--- config.mk ---
export PLATFORM = sky130hd
export DESIGN_NAME = dbg_store_sniffer_flat
export DESIGN_NICKNAME = d
export VERILOG_FILES = /design/src/rtl/dbg_store_sniffer_if.sv /design/src/rtl/dbg_store_sniffer.sv /design/src/flat_wrapper.sv
export SDC_FILE = /design/constraint.sdc
export NUM_CORES = 1
export LEC_CHECK = 0
export ABC_AREA = 1
export CAP_MARGIN = 20
export CORE_MARGIN = 2
export CORE_UTILIZATION = 35
export CTS_CLUSTER_SIZE = 40
export DETAILED_ROUTE_END_ITERATION = 8
export HOLD_SLACK_MARGIN = 0.05
export PLACE_DENSITY = 0.58
export SYNTH_ARGS = -nofsm -noshare
export SYNTH_HDL_FRONTEND = slang
export SYNTH_SLANG_ARGS = --single-unit
export TNS_END_PERCENT = 30
--- constraint.sdc ---
create_clock -name clk -period 4 [get_ports clk]
set_input_delay 0.8 -clock clk [delete_from_list [all_inputs] [get_ports clk]]
set_output_delay 0.8 -clock clk [all_outputs]
set_load 0.02 [all_outputs]
--- src/rtl/dbg_store_sniffer_if.sv ---
// dbg_store_sniffer_if
// Groups the two buses of the store sniffer:
//   - CPU store tap: memWrite, dataAddr, writeData. These are observed only
//     and never driven back toward the CPU.
//   - Drain port: out_valid, out_ready, out_addr, out_data.
// Drain handshake: the sniffer presents the head entry on out_addr/out_data
// whenever out_valid=1 and holds it stable until a posedge where out_valid
// and out_ready are both 1. That edge pops the entry. out_ready is ignored
// while out_valid=0.
// Modports:
//   master - CPU/host side: drives the store tap and out_ready.
//   slave  - sniffer side: observes the store tap and drives the drain outputs.
interface dbg_store_sniffer_if #(
    parameter int N = 32
);
    logic         memWrite;
    logic [N-1:0] dataAddr;
    logic [N-1:0] writeData;
    logic         out_valid;
    logic         out_ready;
    logic [N-1:0] out_addr;
    logic [N-1:0] out_data;

    modport master (
        output memWrite, dataAddr, writeData, out_ready,
        input  out_valid, out_addr, out_data
    );

    modport slave (
        input  memWrite, dataAddr, writeData, out_ready,
        output out_valid, out_addr, out_data
    );
endinterface

--- src/rtl/dbg_store_sniffer.sv ---
// dbg_store_sniffer
// Passive tap on the CPU data-memory store path. Stores to word-aligned
// addresses inside [ADDR_LO, ADDR_HI] are captured into a first-word-fall-
// through FIFO, which is drained over the bus drain port. A sticky done flag
// is raised when DONE_VALUE is stored to DONE_ADDR.
// Ports:
//   clk      - single clock, all state updates on posedge
//   reset    - asynchronous active-low reset
//   clear    - synchronous clear of FIFO, flags and counters
//   bus      - store tap and drain port (slave modport)
//   count    - FIFO occupancy, 0..DEPTH
//   overflow - sticky: a qualifying store was dropped because the FIFO was full
//   dropped  - saturating count of dropped stores
//   done     - sticky completion flag
module dbg_store_sniffer #(
    parameter int           N          = 32,
    parameter logic [N-1:0] ADDR_LO    = 'h0000_0040,
    parameter logic [N-1:0] ADDR_HI    = 'h0000_007C,
    parameter logic [N-1:0] DONE_ADDR  = 'h0000_0054,
    parameter logic [N-1:0] DONE_VALUE = 'h0000_0096,
    parameter int           DEPTH      = 8
) (
    input  logic                   clk,
    input  logic                   reset,
    input  logic                   clear,
    dbg_store_sniffer_if.slave     bus,
    output logic [$clog2(DEPTH):0] count,
    output logic                   overflow,
    output logic [7:0]             dropped,
    output logic                   done
);
    localparam int AW = $clog2(DEPTH);
    localparam int CW = AW + 1;

    logic [N-1:0]  memAddr [DEPTH];
    logic [N-1:0]  memData [DEPTH];
    logic [AW-1:0] headPtr;
    logic [AW-1:0] tailPtr;

    logic qualify;
    logic full;
    logic doPop;
    logic doPush;
    logic doDrop;
    logic doneHit;

    assign qualify = bus.memWrite
                   && (bus.dataAddr >= ADDR_LO)
                   && (bus.dataAddr <= ADDR_HI)
                   && (bus.dataAddr[1:0] == 2'b00);
    assign full    = (count == CW'(DEPTH));
    assign doPop   = bus.out_valid && bus.out_ready;
    // A pop in the same edge frees a slot, so a full FIFO still accepts.
    assign doPush  = qualify && (!full || doPop);
    assign doDrop  = qualify && full && !doPop;
    assign doneHit = bus.memWrite && (bus.dataAddr == DONE_ADDR)
                   && (bus.writeData == DONE_VALUE);

    // Head outputs are forced to zero when empty so that reset and clear
    // present zeros regardless of the stale storage contents.
    assign bus.out_valid = (count != '0);
    assign bus.out_addr  = bus.out_valid ? memAddr[headPtr] : '0;
    assign bus.out_data  = bus.out_valid ? memData[headPtr] : '0;

    // Storage holds no reset; only the pointers define what is valid.
    always_ff @(posedge clk) begin
        if (reset && !clear && doPush) begin
            memAddr[tailPtr] <= bus.dataAddr;
            memData[tailPtr] <= bus.writeData;
        end
    end

    always_ff @(posedge clk or negedge reset) begin
        if (!reset) begin
            headPtr  <= '0;
            tailPtr  <= '0;
            count    <= '0;
            overflow <= 1'b0;
            dropped  <= '0;
            done     <= 1'b0;
        end else if (clear) begin
            // Clear beats any same-cycle push, pop, drop or completion match.
            headPtr  <= '0;
            tailPtr  <= '0;
            count    <= '0;
            overflow <= 1'b0;
            dropped  <= '0;
            done     <= 1'b0;
        end else begin
            if (doPush) tailPtr <= tailPtr + AW'(1);
            if (doPop)  headPtr <= headPtr + AW'(1);
            case ({doPush, doPop})
                2'b10:   count <= count + CW'(1);
                2'b01:   count <= count - CW'(1);
                default: count <= count;
            endcase
            if (doDrop) begin
                overflow <= 1'b1;
                if (dropped != 8'hFF) dropped <= dropped + 8'd1;
            end
            if (doneHit) done <= 1'b1;
        end
    end
endmodule

--- src/flat_wrapper.sv ---
// flat-port wrapper written by rule: the top's interface ports become plain ports
module dbg_store_sniffer_flat 
#(
    parameter int           N          = 32,
    parameter logic [N-1:0] ADDR_LO    = 'h0000_0040,
    parameter logic [N-1:0] ADDR_HI    = 'h0000_007C,
    parameter logic [N-1:0] DONE_ADDR  = 'h0000_0054,
    parameter logic [N-1:0] DONE_VALUE = 'h0000_0096,
    parameter int           DEPTH      = 8
)
  (clk, reset, clear, count, overflow, dropped, done, bus_memWrite, bus_dataAddr, bus_writeData, bus_out_ready, bus_out_valid, bus_out_addr, bus_out_data);
  dbg_store_sniffer_if #(.N(N)) bus_i ();
  input  logic clk;
  input  logic reset;
  input  logic clear;
  output logic [$clog2(DEPTH):0] count;
  output logic overflow;
  output logic [7:0] dropped;
  output logic done;
  input wire logic [$bits(bus_i.memWrite)-1:0] bus_memWrite;
  input wire logic [$bits(bus_i.dataAddr)-1:0] bus_dataAddr;
  input wire logic [$bits(bus_i.writeData)-1:0] bus_writeData;
  input wire logic [$bits(bus_i.out_ready)-1:0] bus_out_ready;
  output wire logic [$bits(bus_i.out_valid)-1:0] bus_out_valid;
  output wire logic [$bits(bus_i.out_addr)-1:0] bus_out_addr;
  output wire logic [$bits(bus_i.out_data)-1:0] bus_out_data;
  assign bus_i.memWrite = bus_memWrite;
  assign bus_i.dataAddr = bus_dataAddr;
  assign bus_i.writeData = bus_writeData;
  assign bus_i.out_ready = bus_out_ready;
  assign bus_out_valid = bus_i.out_valid;
  assign bus_out_addr = bus_i.out_addr;
  assign bus_out_data = bus_i.out_data;
  dbg_store_sniffer #(.N(N), .ADDR_LO(ADDR_LO), .ADDR_HI(ADDR_HI), .DONE_ADDR(DONE_ADDR), .DONE_VALUE(DONE_VALUE), .DEPTH(DEPTH)) u_core (.clk(clk), .reset(reset), .clear(clear), .bus(bus_i), .count(count), .overflow(overflow), .dropped(dropped), .done(done));
endmodule
== After elaboration in Yosys (flattened, before gate mapping) ==
Memories as Yosys holds them, arrays and structs flattened.
Cells that the tools add are included.
Storage, ports and cells
  input port bits: 69
  output and inout port bits: 79
  RAM bits: 512
  bits in registers: 20
  memories kept: 2
Memories
  u_core.memAddr: words 8, bits a word 32, read ports 1, clocked after Yosys merged registers in 0, write ports 1, line dbg_store_sniffer.sv:35  | logic [N-1:0] memAddr [DEPTH];
  u_core.memData: words 8, bits a word 32, read ports 1, clocked after Yosys merged registers in 0, write ports 1, line dbg_store_sniffer.sv:36  | logic [N-1:0] memData [DEPTH];
Cells by class
  muxes and demuxes: 17
  reduce and logical (&&, ||, !) cells: 24
  add/subtract/negate cells: 5
  equal/unequal tests: 6
  $lt $le $gt $ge: 2
Operators with widths (count)
  two-way mux 32 bit: 2
  == test 32 x 7 -> 1 bit (second input constant): 1
  == test 32 x 8 -> 1 bit (second input constant): 1
  greater-or-equal comparator 32 x 7 -> 1 bit (second input constant): 1
  less-or-equal comparator 32 x 7 -> 1 bit (second input constant): 1
  two-way mux 8 bit: 3
  two-way mux 3 bit: 4
  logical AND 1 bit: 11
  nonzero test 2 bit: 5
  adder 8 x 1 -> 8 bit (second input constant): 1
  inequality test 8 bit (second input constant): 1
  case mux 4 bit (2 select lines): 1
  adder 3 x 1 -> 3 bit (second input constant): 2
  two-way mux 1 bit: 6
  adder 4 x 1 -> 4 bit (second input constant): 1
  == test 4 bit (second input constant): 1
  two-way mux 4 bit: 1
  nonzero test 4 bit: 1
  subtractor 4 x 1 -> 4 bit (second input constant): 1
  logical NOT 1 bit: 3
  nonzero test 3 bit: 1
  == test 2 x 1 -> 1 bit (second input constant): 1
  == test 2 bit (second input constant): 1
  logical NOT 2 bit: 1
  2 further kinds: 2

== Logic depth before layout (Yosys ltp) ==
  word-level depth: 8
  gate-level depth with buffers: 17
  mapped depth without buffers: 17

== Worst setup path before layout ==
No wires, ideal clock.
  path type: input-to-reg
  start point: input bus_dataAddr[21]
  end point: memory u_core.memAddr[0][0], enable pin
  slack: -853 ps
  stages: 9
  library setup time: 487 ps
  arrival time: 4367 ps
  cells stage by stage: nor2_1 -> nand2_1 -> nor2_1 -> nand2_1 -> nor2_2 -> nand2_1 -> nor2_1 -> nand3_1 -> nor2_1
Between the ends
  cells in the longest elaborated chain, start to end: 8
  elaborated cells between the ends (all ways): 9
  those cells by class: 2 x order compare; 2 x mux; 5 x reduce/logical
Ends and longest elaborated chain
  from (decl): line flat_wrapper.sv:21  | input wire logic [$bits(bus_i.dataAddr)-1:0] bus_dataAddr;
  greater-or-equal comparator 32 x 7 -> 1 bit: line dbg_store_sniffer.sv:48  | && (bus.dataAddr >= ADDR_LO)
  logical AND 1 bit: line dbg_store_sniffer.sv:48
  logical AND 1 bit *: line dbg_store_sniffer.sv:49  | && (bus.dataAddr <= ADDR_HI)
  logical AND 1 bit *: line dbg_store_sniffer.sv:50  | && (bus.dataAddr[1:0] == 2'b00);
  logical AND 1 bit *: line dbg_store_sniffer.sv:54  | assign doPush = qualify && (!full || doPop);
  logical AND 1 bit *: line dbg_store_sniffer.sv:67  | if (reset && !clear && doPush) begin
  two-way mux 1 bit *: line dbg_store_sniffer.sv:67
  two-way mux 1 bit (not written as such) *: line dbg_store_sniffer.sv:68  | memAddr[tailPtr] <= bus.dataAddr;
  to (decl): line dbg_store_sniffer.sv:35
Every way passes the cells marked *; elsewhere a longest branch is shown, timed or not.

== Worst setup path after layout ==
  start point: register u_core.headPtr[0]
  end point: output bus_out_addr[30]
Between the ends
  cells in the longest elaborated chain, start to end: 2
Ends and longest elaborated chain
  from (decl): line dbg_store_sniffer.sv:37  | logic [AW-1:0] headPtr;
  from (signal assigned): line dbg_store_sniffer.sv:91  | if (doPop) headPtr <= headPtr + AW'(1);
  memory (8 x 32 bit)
  two-way mux 32 bit: line dbg_store_sniffer.sv:62  | assign bus.out_addr = bus.out_valid ? memAddr[headPtr] : '0;
  to (decl): line flat_wrapper.sv:25  | output wire logic [$bits(bus_i.out_addr)-1:0] bus_out_addr;
No other way between the ends.

==> impl_metrics.csv <==
group,metric,value,unit
floorplan,die-area,63100,um^2
route,wl_met1,24700,um
layout,num-fill-cells,5525,
cts,clock-sinks,532,
synth,synth_area_leaders,"edfxtp_1 (72%), nor2_1 (9.8%), o32ai_1 (5.0%)",
worst_setup_path,ff2ff_setup_slack,1080,ps
layout,final_cells,2653,
timing,rsz0062_at_grt,"true",
power_and_ir_drop,cellLeakagePower,8.55,nW
synth,syn_inst,1676,
floorplan,fp-row-count,90,
synth,synth_fp_nets,1751,
synth,synthTopCellsByCount,"nor2_1 (559), edfxtp_1 (512), o21ai_0 (148)",
cts,clkLatencyLatePin,620,ps
global_routing,grtUsageTotal,0.169,
floorplan,die_w,251,um
floorplan,start_util,0.354,
timing,timing.hold.ws,527,ps
floorplan,die_height,251,um
synth,synth_top_area_frac,0.719,
worst_setup_path,reg2reg_depth,15,
global_routing,grt_start_max_net_pins,134,
timing,finalWorstSetupSlack,152,ps
placed_design,port-buffer-count,147,
cts,cts_buffers,55,
floorplan,core,60400,um^2
worst_setup_path,crit_type,"reg2out",
global_routing,grt_pass1_wl,81600,um
route,via_count,13800,
timing,setup_viol,0,
synth,synth_edf_count,512,
timing,max_slew_margin,0.503,
timing,finalCriticalPeriod,3850,ps
route,met2_length,26000,um
synth,synth_seq_cells,532,
outcome,status,"completed",
cts,hold_buffers,0,
worst_setup_path,start_kind,"flop",
synth,syn-cell-area,21400,um^2
placed_design,place_hpwl,31700,um
worst_hold_path,hold_path_class,"reg2reg",
route,antenna_left,0,
synth,synth_seq_area_share,0.742,
cts,cts_htree_levels,2,
layout,areaGrowthSynthToFinish,20.7,%
worst_setup_path,crit_path_max_fanout,28,
cts,clock_path_buffers,3,
power_and_ir_drop,total_power,0.0152,W
worst_setup_path,end_kind,"output pin",
global_routing,grt_antenna_before_repair,1,
worst_setup_path,setup.worst_path.end,"bus_out_addr[30]",
timing,fin_crit_sh,0.962,
layout,layout-drive-gt1-share,0.0786,
timing,hold_viol_final,0,
synth,yosys.area.top_type,"edfxtp_1",
synth,ys_warn_count,0,
route,vias_per_cell,5.20,
route,drc_errors,0,
worst_setup_path,r2r-start,"u_core.count[1]$_DFFE_PN0P_",
job,maxCapViolCount,0,
placed_design,post-place-cells,2550,
route,wire_per_inst,20.8,um
timing,skew,19.5,ps
route,met3_length,3400,um
synth,syn_area_per_cell,12.8,um^2
route,drtIter0Drc,1156,
placed_design,pre_cts_ws,223,ps
synth,synth_ff_type,"edfxtp_1",
placed_design,gp_congestion,0.780,
layout,nNetsFinal,1902,
timing,tns,0,ps
worst_setup_path,crit_arrival,3050,ps
cts,cts_root_buffer,"clkbuf_16",
worst_setup_path,reg2reg_to,"u_core.count[3]$_DFFE_PN0P_",
route,first_pass_iters,5,
route,highest_layer,"met5",
floorplan,io_pins,148,
route,drt-total-wl,55100,um
timing,max_freq,260,MHz
power_and_ir_drop,ir_drop,0.362,mV
synth,synth_cell_types,27,
global_routing,grt_overflow_total,0,
cts,path_clk_slew,60,ps
cts,tritoncts,"yes",
worst_setup_path,crit_start,"u_core.headPtr[0]$_DFFE_PN0P_",
timing,drv_slew,0,
timing,tightest_slew,744,ps
synth,synth-async-reset-ratio,0.0376,
global_routing,first_global_vias,13200,
power_and_ir_drop,pwr_density_cell,587,nW/um^2
synth,synth.most_common_cell,"nor2_1",
worst_setup_path,required,3200,ps
layout make-up:
class                      count  area [um^2]  area share
antenna                        1         2.50   0.0000969
timing repair buffer         202         2220      0.0862
inverter                      28          119     0.00460
multi-input combinational   1008         4970       0.192
clock inverter                23          181     0.00703
sequential                   532        15900       0.615
clock buffer                  77         1460      0.0565
tap                          782          978      0.0379
worst max-delay path: stages, from the launching register on:
cell             delay, ps
dfrtp_4                600
clkinv_8               190
buf_4                  290
nor2_1                  70
o32ai_1                230
nor2_1                  70
nor2_1                 300
clkdlybuf4s50_1        680
logic make-up (layout without fill, tap and decap cells):
kind of cell,count (synthesis),count (layout),synth area share
buf+inv,136,330,0.0288
other cells,0,1,0
flops,532,532,0.742
fa+ha+maj,6,6,0.00386
compound gates,334,334,0.102
simple gates,661,661,0.120
xor+xnor,7,7,0.00287
per-stage QoR:
stage	area, um^2	utilization
floorplan	21400	-
global placement	24100	0.399
detailed placement	24100	0.399
CTS	25800	0.427
global route	25800	0.428
finish	25800	0.428
layout by cell type (no fill, tap or decap), types with 6 or more instances in the layout:
| cell type | n |
|---|---|
| o21ai_0 | 148 |
| inv_1 | 26 |
| clkdlybuf4s50_1 | 141 |
| edfxtp_1 | 512 |
| nor3_1 | 6 |
| xor2_1 | 7 |
| clkinv_1 | 10 |
| buf_12 | 23 |
| buf_4 | 29 |
| nand3_1 | 26 |
| nand2_1 | 56 |
| clkbuf_1 | 22 |
| dfrtp_1 | 17 |
| a21oi_1 | 6 |
| o21ai_1 | 52 |
| o32ai_1 | 123 |
| nor2_1 | 549 |
| nor2_4 | 8 |
| clkbuf_16 | 56 |
per-layer routing:
| metal | global-route usage | vias up |
|---|---|---|
| met5 | 0 | - |
| met4 | 0.0403 | 2 |
| met3 | 0.0349 | 73 |
| met2 | 0.270 | 393 |
| met1 | 0.238 | 6881 |
| li1 | - | 6440 |
power breakdown:
part	leakage [nW]	switching, W	internal [W]	total [W]
combinational	2.90	0.00257	0.00161	0.00418
sequential	4.87	0.0000780	0.00613	0.00620
clock	0.781	0.00214	0.00262	0.00477
total	8.55	0.00479	0.0104	0.0152
worst min-delay path by stage:
stage | from | endpoint | slack (ps) | cells after the start
2_1_floorplan | reset | u_core.count[0]$_DFFE_PN0P_ | 500 | 0
3_3_place_gp | u_core.overflow$_DFFE_PN0P_ | u_core.overflow$_DFFE_PN0P_ | 510 | 2
3_5_place_dp | u_core.overflow$_DFFE_PN0P_ | u_core.overflow$_DFFE_PN0P_ | 510 | 2
4_1_cts | u_core.overflow$_DFFE_PN0P_ | u_core.overflow$_DFFE_PN0P_ | 540 | 2
6_report | u_core.overflow$_DFFE_PN0P_ | u_core.overflow$_DFFE_PN0P_ | 530 | 2
5_1_grt | u_core.done$_DFFE_PN0P_ | u_core.done$_DFFE_PN0P_ | 570 | 2
sequential cells by signal, summed over array words and instances, names as in the netlist:
signal,count
u_core.memAddr,256
u_core.memData,256
u_core.done,1
u_core.tailPtr,3
u_core.count,4
u_core.headPtr,3
u_core.overflow,1
u_core.dropped,8
repair_timing:
action	4_1_cts	5_1_grt
setup buffers	1	0
resized for setup	1	10
cloned	0	1
setup endpoints to repair	2	18
No activity file was read; power rests on OpenSTA's default activity.
